==> src/rtl/seg7_pkg.sv <==
// Shared 7-segment constants: segment bit order, the 16 hex glyphs and the blank glyph.
// Both the display encoder and the frame decoder import this package.
package seg7_pkg;

  localparam int SEG_A = 6;
  localparam int SEG_B = 5;
  localparam int SEG_C = 4;
  localparam int SEG_D = 3;
  localparam int SEG_E = 2;
  localparam int SEG_F = 1;
  localparam int SEG_G = 0;

  localparam logic [6:0] SEG_0     = 7'h7E;
  localparam logic [6:0] SEG_1     = 7'h30;
  localparam logic [6:0] SEG_2     = 7'h6D;
  localparam logic [6:0] SEG_3     = 7'h79;
  localparam logic [6:0] SEG_4     = 7'h33;
  localparam logic [6:0] SEG_5     = 7'h5B;
  localparam logic [6:0] SEG_6     = 7'h5F;
  localparam logic [6:0] SEG_7     = 7'h70;
  localparam logic [6:0] SEG_8     = 7'h7F;
  localparam logic [6:0] SEG_9     = 7'h7B;
  localparam logic [6:0] SEG_HEX_A = 7'h77;
  localparam logic [6:0] SEG_HEX_B = 7'h1F;
  localparam logic [6:0] SEG_HEX_C = 7'h4E;
  localparam logic [6:0] SEG_HEX_D = 7'h3D;
  localparam logic [6:0] SEG_HEX_E = 7'h4F;
  localparam logic [6:0] SEG_HEX_F = 7'h47;
  localparam logic [6:0] SEG_BLANK = 7'h00;

  localparam int DEFAULT_STABLE_CYCLES = 4;

  typedef struct packed {
    logic [3:0] nibble;
    logic       blank;
    logic       bad;
  } seg7_dec_t;

endpackage

==> src/rtl/seg7_pattern_lut.sv <==
// Combinational inverse of the 7-segment encoder: glyph -> {nibble, blank, bad}.
module seg7_pattern_lut
  import seg7_pkg::*;
(
  input  logic [6:0] seg,
  output seg7_dec_t  dec
);

  always_comb begin
    dec = '{nibble: 4'h0, blank: 1'b0, bad: 1'b0};
    case (seg)
      SEG_0:     dec.nibble = 4'h0;
      SEG_1:     dec.nibble = 4'h1;
      SEG_2:     dec.nibble = 4'h2;
      SEG_3:     dec.nibble = 4'h3;
      SEG_4:     dec.nibble = 4'h4;
      SEG_5:     dec.nibble = 4'h5;
      SEG_6:     dec.nibble = 4'h6;
      SEG_7:     dec.nibble = 4'h7;
      SEG_8:     dec.nibble = 4'h8;
      SEG_9:     dec.nibble = 4'h9;
      SEG_HEX_A: dec.nibble = 4'hA;
      SEG_HEX_B: dec.nibble = 4'hB;
      SEG_HEX_C: dec.nibble = 4'hC;
      SEG_HEX_D: dec.nibble = 4'hD;
      SEG_HEX_E: dec.nibble = 4'hE;
      SEG_HEX_F: dec.nibble = 4'hF;
      SEG_BLANK: dec.blank  = 1'b1;
      default:   dec.bad    = 1'b1;
    endcase
  end

endmodule

==> src/rtl/seg7_frame_decoder.sv <==
// Snoops a multiplexed 7-segment bus, debounces each digit dwell and rebuilds the full frame.
// valid: single-cycle strobe, no backpressure; value/blank/err are stable whenever valid is high and hold until the next strobe.
module seg7_frame_decoder
  import seg7_pkg::*;
#(
  parameter int DIGITS        = 4,
  parameter int STABLE_CYCLES = DEFAULT_STABLE_CYCLES
) (
  input  logic                  clk,
  input  logic                  rst,
  input  logic [6:0]            seg,
  input  logic [DIGITS-1:0]     sel,
  output logic [4*DIGITS-1:0]   value,
  output logic [DIGITS-1:0]     blank,
  output logic                  valid,
  output logic                  err
);

  localparam int CW = (STABLE_CYCLES > 1) ? $clog2(STABLE_CYCLES) : 1;
  localparam logic [CW-1:0] CNT_MAX = CW'(STABLE_CYCLES - 1);

  logic [6:0]            seg_q;
  logic [DIGITS-1:0]     sel_q;
  logic [CW-1:0]         cnt, cnt_nxt;
  logic                  accepted, acc_eff;
  logic                  changed, onehot, accept, complete;
  logic [6:0]            seg_src;
  seg7_dec_t             dec;

  logic [DIGITS-1:0]        mask, mask_nxt;
  logic [DIGITS-1:0][3:0]   slot_nib, nib_nxt;
  logic [DIGITS-1:0]        slot_blank, blank_nxt;
  logic [DIGITS-1:0]        slot_bad, bad_nxt;

  // With a single-sample filter the accept edge is also the reload edge, so decode the live bus.
  assign seg_src = (STABLE_CYCLES == 1) ? seg : seg_q;

  seg7_pattern_lut u_lut (
    .seg (seg_src),
    .dec (dec)
  );

  always_comb begin
    changed  = (seg != seg_q) || (sel != sel_q);
    cnt_nxt  = changed ? '0 : ((cnt == CNT_MAX) ? cnt : cnt + 1'b1);
    acc_eff  = changed ? 1'b0 : accepted;
    onehot   = (sel != '0) && ((sel & (sel - 1'b1)) == '0);
    accept   = onehot && !acc_eff && (cnt_nxt == CNT_MAX);
    mask_nxt = accept ? (mask | sel) : mask;
    complete = accept && (&mask_nxt);
    nib_nxt   = slot_nib;
    blank_nxt = slot_blank;
    bad_nxt   = slot_bad;
    for (int i = 0; i < DIGITS; i++) begin
      if (accept && sel[i]) begin
        nib_nxt[i]   = dec.nibble;
        blank_nxt[i] = dec.blank;
        bad_nxt[i]   = dec.bad;
      end
    end
  end

  always_ff @(posedge clk) begin
    if (rst) begin
      seg_q      <= '0;
      sel_q      <= '0;
      cnt        <= '0;
      accepted   <= 1'b0;
      mask       <= '0;
      slot_nib   <= '0;
      slot_blank <= '0;
      slot_bad   <= '0;
      value      <= '0;
      blank      <= '0;
      valid      <= 1'b0;
      err        <= 1'b0;
    end else begin
      seg_q      <= seg;
      sel_q      <= sel;
      cnt        <= cnt_nxt;
      accepted   <= accept | acc_eff;
      mask       <= complete ? '0 : mask_nxt;
      slot_nib   <= nib_nxt;
      slot_blank <= blank_nxt;
      slot_bad   <= bad_nxt;
      valid      <= complete;
      if (complete) begin
        value <= nib_nxt;
        blank <= blank_nxt;
        err   <= |bad_nxt;
      end
    end
  end

endmodule

==> config.mk <==
export PLATFORM = sky130hd
export DESIGN_NAME = seg7_frame_decoder
export DESIGN_NICKNAME = d
export VERILOG_FILES = /design/src/rtl/seg7_pkg.sv /design/src/rtl/seg7_pattern_lut.sv /design/src/rtl/seg7_frame_decoder.sv
export SDC_FILE = /design/constraint.sdc
export NUM_CORES = 1
export LEC_CHECK = 0
export ABC_AREA = 1
export CORE_ASPECT_RATIO = 0.5
export CORE_MARGIN = 2
export CORE_UTILIZATION = 40
export DETAILED_ROUTE_END_ITERATION = 12
export SKIP_CTS_REPAIR_TIMING = 1
export SYNTH_ARGS = -nofsm -noshare
export SYNTH_HDL_FRONTEND = slang
export SYNTH_SLANG_ARGS = --single-unit
==> constraint.sdc <==
create_clock -name clk -period 2.4 [get_ports clk]
set_input_delay 0.6 -clock clk [delete_from_list [all_inputs] [get_ports clk]]
set_output_delay 0.6 -clock clk [all_outputs]
set_load 0.1 [all_outputs]
== Word level (Yosys, flattened, before mapping) ==
Index checks and enable logic that the tools add are counted.
Word-level totals
  ROM bits: 0
  flip-flop bits (word level): 64
  memories kept: 0
  output and inout bits: 22
  RAM bits: 0
  bits in latches: 0
  logic and storage cells: 76
Operators by class
  equality and inequality tests: 20
  bitwise logic cells: 3
  $lt $le $gt $ge: 0
  $mul: 0
  reduce and logical (&&, ||, !) cells: 17
  shift operators: 0
  add/sub/neg operators: 2
  multiplexer cells: 19
  div/mod/pow operators: 0
Operators with widths (count)
  == test 7 bit, second input constant: 12
  one-hot mux 4 bit (15 select lines): 1
  == test 7 x 6 -> 1 bit, second input constant: 3
  two-way mux 4 bit: 5
  OR reduction 17 bit: 1
  two-way mux 1 bit: 11
  logical AND 1 bit: 8
  == test 7 x 5 -> 1 bit, second input constant: 1
  logical NOT 7 bit: 1
  inequality test 7 bit: 1
  bitwise AND 4 bit: 1
  == test 2 bit, second input constant: 2
  logical NOT 4 bit: 1
  two-way mux 2 bit: 2
  inequality test 4 bit: 1
  bitwise OR 4 bit: 1
  AND reduction 4 bit: 1
  nonzero test 4 bit: 1
  OR reduction 4 bit: 1
  subtractor 4 x 1 -> 4 bit, second input constant: 1
  adder 2 x 1 -> 2 bit, second input constant: 1
  OR reduction 2 bit: 1
  logical NOT 1 bit: 1
  logical OR 1 bit: 1
  bitwise OR 1 bit: 1

== Depth between registers and ports, before layout ==
  word-level depth: 10
  depth in mapped cells: 15

== Cells and area by module ==
From an unflattened synthesis, not the netlist that was laid out.
Second synthesis, totals
  cell total of the unflattened synthesis: 437
  area, all modules: 2902.8 um^2
Modules (own cells, without submodules)
  seg7_frame_decoder: cells an instance 362, instances 1, area an instance 2576.2 um^2
  seg7_pattern_lut: cells an instance 75, instances 1, area an instance 326.6 um^2

== Worst setup path before layout ==
OpenSTA, ideal clock, no wires.
  kind: input-to-reg
  from: input port sel[2]
  to: register blank[2]
  slack: 0.491 ns
  required time: 2.280 ns
  arrival time: 1.789 ns
  stages on the path: 13
  setup time: 0.120 ns
  path through: inv_1 nand2_2 nand2_1 nand3_1 nor2_4 nand4_1 nand2_1 inv_1 nor2_2 nand2_2 buf_6 nand3_1 o21ai_2
Between the ends
  cells in the longest elaborated chain, start to end: 9
Ends and longest elaborated chain
  start: declaration: RTL line seg7_frame_decoder.sv:12  | input logic [DIGITS-1:0] sel,
  subtractor 4 x 1 -> 4 bit / inequality test 4 bit (equally long branches): RTL line seg7_frame_decoder.sv:47, seg7_frame_decoder.sv:44
  bitwise AND 4 bit / logical OR 1 bit (equally long branches): RTL line seg7_frame_decoder.sv:47, seg7_frame_decoder.sv:44
  logical NOT 4 bit / two-way mux 1 bit (equally long branches): RTL line seg7_frame_decoder.sv:47, seg7_frame_decoder.sv:46
  logical AND 1 bit / logical NOT 1 bit (equally long branches): RTL line seg7_frame_decoder.sv:47, seg7_frame_decoder.sv:48
  logical AND 1 bit (2 in series): RTL line seg7_frame_decoder.sv:48  | accept = onehot && !acc_eff && (cnt_nxt == CNT_MAX);
  two-way mux 4 bit: RTL line seg7_frame_decoder.sv:49  | mask_nxt = accept ? (mask | sel) : mask;
  AND reduction 4 bit: RTL line seg7_frame_decoder.sv:50  | complete = accept && (&mask_nxt);
  logical AND 1 bit: RTL line seg7_frame_decoder.sv:50
  end signal: assignment: RTL line seg7_frame_decoder.sv:89  | blank <= blank_nxt;
  end: declaration: RTL line seg7_frame_decoder.sv:14  | output logic [DIGITS-1:0] blank,
Several ways; a longest one is shown, not always the timed one.
A chain may end at the register's enable or synchronous reset.

== Worst setup path after layout ==
  from: input port seg[6]
  to: register err
Between the ends
  cells in the longest elaborated chain, start to end: 9
Ends and longest elaborated chain
  start: declaration: RTL line seg7_frame_decoder.sv:11  | input logic [6:0] seg,
  inequality test 7 bit (*): RTL line seg7_frame_decoder.sv:44  | changed = (seg != seg_q) || (sel != sel_q);
  logical OR 1 bit (*): RTL line seg7_frame_decoder.sv:44
  two-way mux 1 bit: RTL line seg7_frame_decoder.sv:46  | acc_eff = changed ? 1'b0 : accepted;
  logical NOT 1 bit: RTL line seg7_frame_decoder.sv:48
  logical AND 1 bit: RTL line seg7_frame_decoder.sv:48
  logical AND 1 bit (*): RTL line seg7_frame_decoder.sv:48
  logical AND 1 bit / two-way mux 4 bit (equally long branches): RTL line seg7_frame_decoder.sv:55, seg7_frame_decoder.sv:49
  two-way mux 1 bit / AND reduction 4 bit (equally long branches): RTL line seg7_frame_decoder.sv:55, seg7_frame_decoder.sv:50
  OR reduction 4 bit / logical AND 1 bit (equally long branches): RTL line seg7_frame_decoder.sv:90, seg7_frame_decoder.sv:50
  end signal: assignment: RTL line seg7_frame_decoder.sv:90  | err <= |bad_nxt;
  end: declaration: RTL line seg7_frame_decoder.sv:16  | output logic err
Mark *: on every way between the ends. The rest lies on a longest branch, timed or not.

==> results.md <==
- Status: finished, final reports clean
- Beginning of the worst register-to-register path: seg_q[5]$_SDFF_PP0_
- Part of the Yosys area used for sequential elements: 45.3%
- Commonest non-fill, non-tap cell in the layout: nand2_1
- Worst Tran Pin Value: 0.396 ns
- Row count: 21
- Ys async rst share: 0%
- Post-Route WL: 6630 um
- Die area: 0.00780 mm2
- Ant diodes: 0
- Share of layout cells above drive strength 1: 23.0%
- Total grt overflow: 0
- Startpoint types: primary input
- Post-synth EDFFs: 0
- Flop pwr share: 43.4%
- GRT Resource Usage Total: 18.4%
- RSZ-0062 raised after global routing: false
- Clock Latency Late Sink: 0.33 ns
- Setup violators final: 0
- Fmax: 441 MHz
- Most frequent cells in the layout: nand2_1, dfxtp_1, nor2_1
- Worst hold start: mask[0]$_SDFF_PP0_
- Syn Area/Cell: 7.25 um2
- Worst slew margin: 73.5%
- Pleak: 1.84 nW
- Core outline area: 0.00675 mm2
- Post-Synthesis Cells: 390
- Post-route ant nets: 0
- Fill count: 622
- Initial Util: 41.9%
- Synthesized flop and latch total: 64
- Final hold violations: 0
- Max Root-Sink Buffers: 2
- Fin nets: 468
- # DRC: 0
- Worst hold path class: flip-flop to flip-flop
- Synth cell types: 31
- TNS Setup: 0 ns
- Final Core Density: 56.2%
- Layout area overhead: 34.2%
- Critical path data required time: 2.67 ns
- Final Power: 0.00250 W
- Skew final: 0.00355 ns
- Vias after detailed routing: 2644
- Worst Reg-to-Reg Cells: 15
- Critical path class: primary input to flip-flop
- CTS tree: done
- Initial antenna violation count: 0
- Io pins: 35
- Final slew viol count: 0
- WHS Path Cells: 2
- Max cap viols: 0
- Final period util: 94.6%
- Yosys Warn Count: 0
- Syn Nets: 403
- CTS root buffer: clkbuf_16
- Logic pwr share: 5.2%
- RePlAce Congestion: 0.929
- Worst min-delay path endpoint: mask[0]$_SDFF_PP0_
- H-tree Lvls: 3
- Worst-path clk slew: 0.05 ns
- First-pass GRT wire length: 11000 um
- DR WL/cell: 12.0 um
- Flop2flop setup slack: 0.30 ns
- Number of global-route vias before repair: 2422
- Die W: 123 um
- Number of port buffers: 34
- Pre-antenna DRT Iters: 4
- Switching part of the total: 21.7%
- Initial DRC Count: 139
- Cell area after synthesis: 0.00283 mm2
- Synth Flop Type: dfxtp_1
- CTS sink cnt: 64
- CP Capture Type: flip-flop
- WP data arrival: 2.54 ns
- P_sw: 0.000542 W
- Max VDD drop: 0.000270 V
- Die Ht: 63.5 um
- Period minus WS final: 2.27 ns
- Post-DP HPWL: 4800 um
- Critical R2R Capture: err$_SDFFE_PP0P_
- Vias/cell: 4.79
- Int Power: 0.00196 W
- Max Fanout on Critical Path: 6
- Clock power share: 51.4%
- Pin count of the biggest net entering global routing: 21
- Num CTS Buffers: 9
- PD cells: 658 mW/mm2
state kept, by name, indices dropped and copies added, names as in the netlist, 2 cells and up:
| register | cells |
|---|---|
| seg_q | 7 |
| cnt | 2 |
| slot_nib | 16 |
| mask | 4 |
| value | 16 |
| slot_blank | 4 |
| sel_q | 4 |
| blank | 4 |
| slot_bad | 4 |
power groups by stage:
stage	Sequential (W)	Combinational, W	Clock [W]
4_1_cts	0.00108	0.000130	0.00132
6_report	0.00109	0.000131	0.00128
5_1_grt	0.00109	0.000147	0.00138
3_3_place_gp	0.00111	0.000126	0
2_1_floorplan	0.00111	0.0000707	0
3_5_place_dp	0.00111	0.000129	0
synthesized netlist by cell type (2+ instances only):
master / instances / share of area [%]
o21ai_0: 14 / 2.5
inv_2: 8 / 1.1
o21ai_2: 10 / 3.1
dfxtp_1: 64 / 45
clkbuf_1: 6 / 0.80
xnor2_1: 5 / 1.5
a21oi_1: 14 / 2.5
nand2_1: 106 / 14
nor2_4: 3 / 1.2
nand3_1: 36 / 6.4
buf_2: 3 / 0.53
mux2i_1: 3 / 1.1
nor3_1: 3 / 0.53
nand3_2: 2 / 0.71
and2_1: 5 / 1.1
nand2_2: 2 / 0.44
nor2_1: 53 / 7.0
nand4_1: 6 / 1.3
buf_6: 3 / 1.2
inv_1: 33 / 4.4
layout make-up:
class | count | area (um2) | share of cell area, %
multi-input combinational | 271 | 1330 | 35.0
tap | 92 | 115 | 3.03
inverter | 42 | 158 | 4.15
clock buffer | 11 | 243 | 6.39
timing repair buffer | 67 | 617 | 16.2
sequential | 64 | 1280 | 33.7
clock inverter | 5 | 56.3 | 1.48
cells by family after synthesis:
| family | Yosys count | synth area share [%] |
|---|---|---|
| DFF | 64 | 45.3 |
| AOI/OAI and AO/OA | 41 | 8.76 |
| muxes | 3 | 1.06 |
| and+or+nand+nor | 222 | 35.0 |
| buffers and inverters | 55 | 8.36 |
| xor gates and xnor gates | 5 | 1.55 |
per-stage QoR:
stage / setup WS [ns] / hold slack, ns / instances / cell area (um2)
5_1_grt: 0.00199 / 0.478 / 552 / 3800
3_5_place_dp: -0.256 / 0.448 / 533 / 3410
6_report: 0.130 / 0.454 / 552 / 3800
2_1_floorplan: 0.491 / 0.432 / 390 / 2830
3_3_place_gp: -0.185 / 0.442 / 533 / 3410
4_1_cts: 0.0833 / 0.458 / 549 / 3710
critical path: stages:
cell             delay (ns)
clkdlybuf4s50_1        0.49
xnor2_1                0.12
nand2_1                0.10
nor2_4                 0.16
nand4_1                0.16
nand2_1                0.11
nand3_2                0.08
buf_4                  0.14
nor3_4                 0.27
clkbuf_16              0.20
nand2_1                0.05
nand2_1                0.05
worst max path at each step:
stage                 from                     to
detailed placement  sel[0]  blank[1]$_SDFFE_PP0P_
global route        seg[6]  value[4]$_SDFFE_PP0P_
global placement    sel[3]  blank[1]$_SDFFE_PP0P_
CTS                 sel[2]  blank[1]$_SDFFE_PP0P_
finish              seg[6]       err$_SDFFE_PP0P_
floorplan           sel[2]  blank[2]$_SDFFE_PP0P_
metal layers:
layer,global-route usage [%],vias up,wire [um]
li1,-,1362,-
met1,23.3,1210,3120
met2,29.5,61,3010
met3,5.62,11,388
met4,6.90,0,111
met5,0,-,0
Power figures use the tool's default switching activity.
